==> src/rtl/alu_pkg.sv <==
// Shared constants for the ALU request arbiter.
// Widths, ALU opcodes and the arbiter FSM encoding.
package alu_pkg;

  localparam int W   = 16;
  localparam int OPW = 3;

  localparam logic [OPW-1:0] ADD  = 3'd0;
  localparam logic [OPW-1:0] SUB  = 3'd1;
  localparam logic [OPW-1:0] SHR  = 3'd2;
  localparam logic [OPW-1:0] SHL  = 3'd3;
  localparam logic [OPW-1:0] NAND = 3'd4;
  localparam logic [OPW-1:0] OR   = 3'd5;
  localparam logic [OPW-1:0] DIR  = 3'd6;
  localparam logic [OPW-1:0] SAR  = 3'd7;

  typedef enum logic [1:0] {
    IDLE = 2'd0,
    EXEC = 2'd1,
    CAPT = 2'd2,
    RESP = 2'd3
  } state_t;

endpackage

==> src/rtl/alu_rr_arb2.sv <==
// Two-way round-robin arbiter.
// ptr names the preferred requester; it flips to the other side on every grant.
module alu_rr_arb2 (
  input  logic       clk,
  input  logic       rst_n,
  input  logic [1:0] valid,
  input  logic       advance,
  output logic [1:0] grant
);

  logic ptr;

  // Pick the winner: preferred side on a tie, lone requester otherwise.
  always_comb begin
    grant = 2'b00;
    unique case (1'b1)
      (valid == 2'b11): grant = ptr ? 2'b10 : 2'b01;
      (valid == 2'b01): grant = 2'b01;
      (valid == 2'b10): grant = 2'b10;
      default:          grant = 2'b00;
    endcase
  end

  // After a grant, prefer whoever did not just win.
  always_ff @(posedge clk or negedge rst_n) begin
    if (!rst_n) begin
      ptr <= 1'b0;
    end else if (advance) begin
      ptr <= grant[0];
    end
  end

endmodule

==> src/rtl/alu_req_arbiter.sv <==
// Shares one registered ALU between two requesters.
// Accept -> EXEC -> CAPT -> RESP, one operation in flight.
module alu_req_arbiter
  import alu_pkg::*;
(
  input  logic           clk,
  input  logic           rst_n,
  input  logic           req0_valid,
  output logic           req0_ready,
  input  logic [OPW-1:0] req0_op,
  input  logic [W-1:0]   req0_a,
  input  logic [W-1:0]   req0_b,
  input  logic           req1_valid,
  output logic           req1_ready,
  input  logic [OPW-1:0] req1_op,
  input  logic [W-1:0]   req1_a,
  input  logic [W-1:0]   req1_b,
  output logic           rsp0_valid,
  input  logic           rsp0_ready,
  output logic           rsp1_valid,
  input  logic           rsp1_ready,
  output logic [W-1:0]   rsp_data,
  output logic           rsp_zero,
  output logic [W-1:0]   alu_a,
  output logic [W-1:0]   alu_b,
  output logic [OPW-1:0] alu_op,
  input  logic [W-1:0]   alu_out,
  input  logic           alu_z
);

  state_t     state;
  state_t     state_nx;
  logic       owner;
  logic [1:0] arb_valid;
  logic [1:0] grant;
  logic       accept;
  logic       rsp_fire;
  logic       unused_z;

  // The ALU's own zero flag is never trusted; zero comes from rsp_data.
  assign unused_z = alu_z;

  // Requests are only visible to the arbiter while idle and out of reset.
  assign arb_valid = (state == IDLE && rst_n) ?
                     {req1_valid, req0_valid} : 2'b00;

  alu_rr_arb2 u_arb (
    .clk     (clk),
    .rst_n   (rst_n),
    .valid   (arb_valid),
    .advance (accept),
    .grant   (grant)
  );

  assign accept     = |grant;
  assign req0_ready = grant[0];
  assign req1_ready = grant[1];

  assign rsp0_valid = (state == RESP) && !owner;
  assign rsp1_valid = (state == RESP) &&  owner;
  assign rsp_fire   = owner ? rsp1_valid && rsp1_ready
                            : rsp0_valid && rsp0_ready;

  // FSM state register.
  always_ff @(posedge clk or negedge rst_n) begin
    if (!rst_n) begin
      state <= IDLE;
    end else begin
      state <= state_nx;
    end
  end

  // FSM next state: fixed three-cycle walk, then wait for the owner.
  always_comb begin
    state_nx = state;
    unique case (state)
      IDLE:    if (accept) state_nx = EXEC;
      EXEC:    state_nx = CAPT;
      CAPT:    state_nx = RESP;
      RESP:    if (rsp_fire) state_nx = IDLE;
      default: state_nx = IDLE;
    endcase
  end

  // Latch the winner's operation on the accept edge; hold otherwise.
  always_ff @(posedge clk or negedge rst_n) begin
    if (!rst_n) begin
      alu_a  <= '0;
      alu_b  <= '0;
      alu_op <= '0;
      owner  <= 1'b0;
    end else if (accept) begin
      alu_a  <= grant[1] ? req1_a  : req0_a;
      alu_b  <= grant[1] ? req1_b  : req0_b;
      alu_op <= grant[1] ? req1_op : req0_op;
      owner  <= grant[1];
    end
  end

  // Capture the ALU result one cycle after it registered it.
  always_ff @(posedge clk or negedge rst_n) begin
    if (!rst_n) begin
      rsp_data <= '0;
      rsp_zero <= 1'b0;
    end else if (state == CAPT) begin
      rsp_data <= alu_out;
      rsp_zero <= (alu_out == '0);
    end
  end

endmodule

==> config.mk <==
export PLATFORM = sky130hd
export DESIGN_NAME = alu_req_arbiter
export DESIGN_NICKNAME = d
export VERILOG_FILES = /design/src/rtl/alu_pkg.sv /design/src/rtl/alu_rr_arb2.sv /design/src/rtl/alu_req_arbiter.sv
export SDC_FILE = /design/constraint.sdc
export NUM_CORES = 1
export LEC_CHECK = 0
export ABC_CLOCK_PERIOD_IN_PS = 3300
export CAP_MARGIN = 10
export CORE_UTILIZATION = 42
export CTS_CLUSTER_SIZE = 10
export DETAILED_ROUTE_END_ITERATION = 7
export PLACE_DENSITY = 0.9
export RECOVER_POWER = 25
export SLEW_MARGIN = 20
export SYNTH_ARGS = -nofsm -noshare
export SYNTH_HDL_FRONTEND = slang
export SYNTH_SLANG_ARGS = --single-unit
export TNS_END_PERCENT = 1
==> constraint.sdc <==
create_clock -name clk -period 3.3 [get_ports clk]
set_input_delay 0.66 -clock clk [delete_from_list [all_inputs] [get_ports clk]]
set_output_delay 0.66 -clock clk [all_outputs]
set_load 0.01 [all_outputs]
==> qor.csv <==
metric,value,unit
p_comb_share,54.7,%
hold_class,input pin to asynchronous set/reset pin,
grt_antenna_before_repair,0,
synth_top_family_by_area,simple AND/OR/NAND/NOR gates,
final_area,4360,µm²
grt-ovfl-total,0,
root_buffer,clkbuf_8,
vias,2452,
slowest_stage,clkdlybuf4s50_1,
fin_crit,2.84,ns
maxSlewHeadroom,26.6,%
status,"complete, no violations",
n_fill_cell,469,
synthTopCellsByArea,"dfrtp_1 50%, a311o_1 13%, nor3b_1 9.5%",
yosys_warnings,0,
p_switching,0.00115,W
synthesis.nets,327,
fin_ws,0.456,ns
first_pass_iters,4,
cts.repair.resized,0,
hold_viol,0,
worst_pin_slew,1.10,ns
die_area,6940,µm²
dp_cells,442,
worst-setup-path-type,input pin to output port,
synth_cells,230,
ioPinCount,149,
worstRegToRegCells,6,
fin_cells,449,
placed_area,4280,µm²
rrSetupSlack,1.33,ns
swShare,33.1,%
cts.path.max_buffers,2,
drt_wl_total,7.87,mm
grt_pass1_wl,13.1,mm
pre_cts_ws,0.455,ns
post_cts_buffers,0,
setup_viol,0,
power_frac_clock,10.1,%
detail-route-antenna-nets,0,
finClkSkew,0.00550,ns
clock_sinks,56,
worst-path-buf-inv,3,
grt_pass1_vias,2743,
synth_fa_ha_area_share,1.80,%
ir_drop,0.450,mV
seq_power_share,35.2,%
finalCritPeriodShare,86.2,%
fp.coreArea,6350,µm²
synth_flop_cell,dfrtp_1,
max_stage_delay,0.57,ns
placementRows,29,
r2r-end,rsp_zero$_DFFE_PN0P_,
syn2layout_area_growth,56.8,%
drtIter0Drc,81,
clk-insertion-delay-late,0.30,ns
syn_area_per_cell,12.1,µm²
crit_top_cell,clkdlybuf4s50_1,
antenna_cells,0,
fp.dieW,83.3,µm
yosysTopAreaCellShare,50.5,%
final-max-slew-violation-count,0,
p_per_area,798,nW/µm²
cts_tree,done,
start_util,43.7,%
fin_tns_setup,0,ns
h-tree-depth,2,
synth_area_leader_cell,dfrtp_1,
cpLargestDelayFamily,buffers and inverters,
seqCellArea,1400,µm²
synthSimpleGateAreaFrac,20.8,%
grt_util_all_layers,23.5,%
drv_cap,0,
p_int,0.00233,W
synth_cell_types,29,
synth_seq_cells,56,
clkTransAtPathRegs,0.09,ns
path_max_fanout,5,
synth_edf_count,0,
cp-end-kind,output port,
fmax,352,MHz
fp.dieH,83.3,µm
multi_input_area,1240,µm²
wl_per_cell,17.5,µm
ctsHoldBuffers,0,
io_buffers,147,
start_kind,input pin,
netlist_area,2780,µm²
cp_cell_sequence,"clkdlybuf4s50_1, nand3_2, or2_1, inv_1, clkdlybuf4s50_1",
synth_mux_area_share,7.61,%
arrival,2.18,ns
rsz0062_at_grt,false,
drcViolationCount,0,
layout-drive-gt1-share,9.14,%
gp_congestion,0.734,
total_power,0.00348,W
cts_buffers,5,
dp_hpwl,5.62,mm
worstPathRequired,2.64,ns
async_reset_ff_share,100,%
synth_compound_area_share,14.5,%
viasPerCell,5.46,
finalNetCount,469,
synth_xor_area_share,0,%
ys_seq_area_share,50.5,%
grt_max_degree,46,
cellLeakagePower,1.71,nW
reg2reg_from,state[0]$_DFFE_PN0P_,
[cell type report]
cell class                 instances  share of cell area [%]
tap                               77                    2.21
timing repair buffer             155                    35.0
multi-input combinational        150                    28.5
clock buffer                       6                    1.67
clock inverter                     1                   0.115
inverter                           4                   0.345
sequential                        56                    32.2
[worst max path at each step]
stage                           from          to  slack (ns)  cells after the start
final                     req1_valid  req1_ready        0.46                      5
after global routing      req1_valid  req1_ready        0.34                      5
after CTS                 req1_valid  req1_ready        0.45                      5
after detailed placement  req1_valid  req1_ready        0.45                      5
after global placement    req1_valid  req1_ready        0.45                      5
after floorplan           req0_valid  req1_ready        1.18                      6
[power groups by stage]
stage	clock network [W]	logic, W	registers [W]
after floorplan	0	0.000801	0.00136
after global placement	0	0.00185	0.00120
after detailed placement	0	0.00190	0.00124
after CTS	0.000363	0.00192	0.00123
after global routing	0.000383	0.00204	0.00127
final	0.000350	0.00190	0.00122
[cell usage after synthesis (2+ instances only)]
cell	number
nor3b_1	35
a21oi_1	2
mux2i_1	2
inv_1	4
and2_1	37
ha_1	4
buf_6	5
nor4_1	2
buf_2	6
a311o_1	35
nor2_1	2
dfrtp_1	56
clkbuf_1	8
mux2_2	17
[layout by cell type (no fill, tap or decap), drive strengths merged]
master and instances:
dfrtp 56, clkdlybuf4s50 146, nor4b 1, o41ai 1, and2 37, clkinv 1, or2 1, nor4 2
o211ai 1, inv 4, nor3b 35, clkbuf 7, a21oi 2, a311o 35, nand2b 1, buf 8
nor2b 2, nand3 2, mux2i 2, mux2 17, a31oi 1, ha 4, o21ai 1, a22oi 1
o21a 1, nand4 1, nor2 2
[metal layers]
layer  global-route usage, %  wire length, µm
met5                       0                0
met4                    5.96               59
met3                    7.55              690
met2                    41.7             4050
met1                    27.3             3070
[registers in the layout (all words and copies together) (netlist names)]
name       flops
alu_a         16
alu_b         16
rsp_data      16
alu_op         3
state          2
owner          1
rsp_zero       1
u_arb.ptr      1
[stage by stage]
step / util (%) / hold WS, ns
floorplan: - / 0.364
global placement: 67.4 / 0.481
detailed placement: 67.4 / 0.494
CTS: 68.6 / 0.265
global route: 68.6 / 0.274
finish: 68.6 / 0.264
[worst reg2reg max path: stages (launching register included)]
cell,delay [ns]
dfrtp_1,0.40
inv_1,0.13
ha_1,0.37
buf_4,0.27
nor4b_1,0.30
nand4_1,0.14
o41ai_1,0.26
[cell families (layout without fill, tap and decap cells)]
| family | count (synthesis) | after routing |
|---|---|---|
| AO/OA/AOI/OAI | 43 | 43 |
| adder cells (fa/ha/maj) | 4 | 4 |
| buffers and inverters | 24 | 166 |
| flip-flops | 56 | 56 |
| multiplexers | 19 | 19 |
| AND/OR/NAND/NOR | 84 | 84 |
Note: power is estimated with default switching activity, not from simulation.
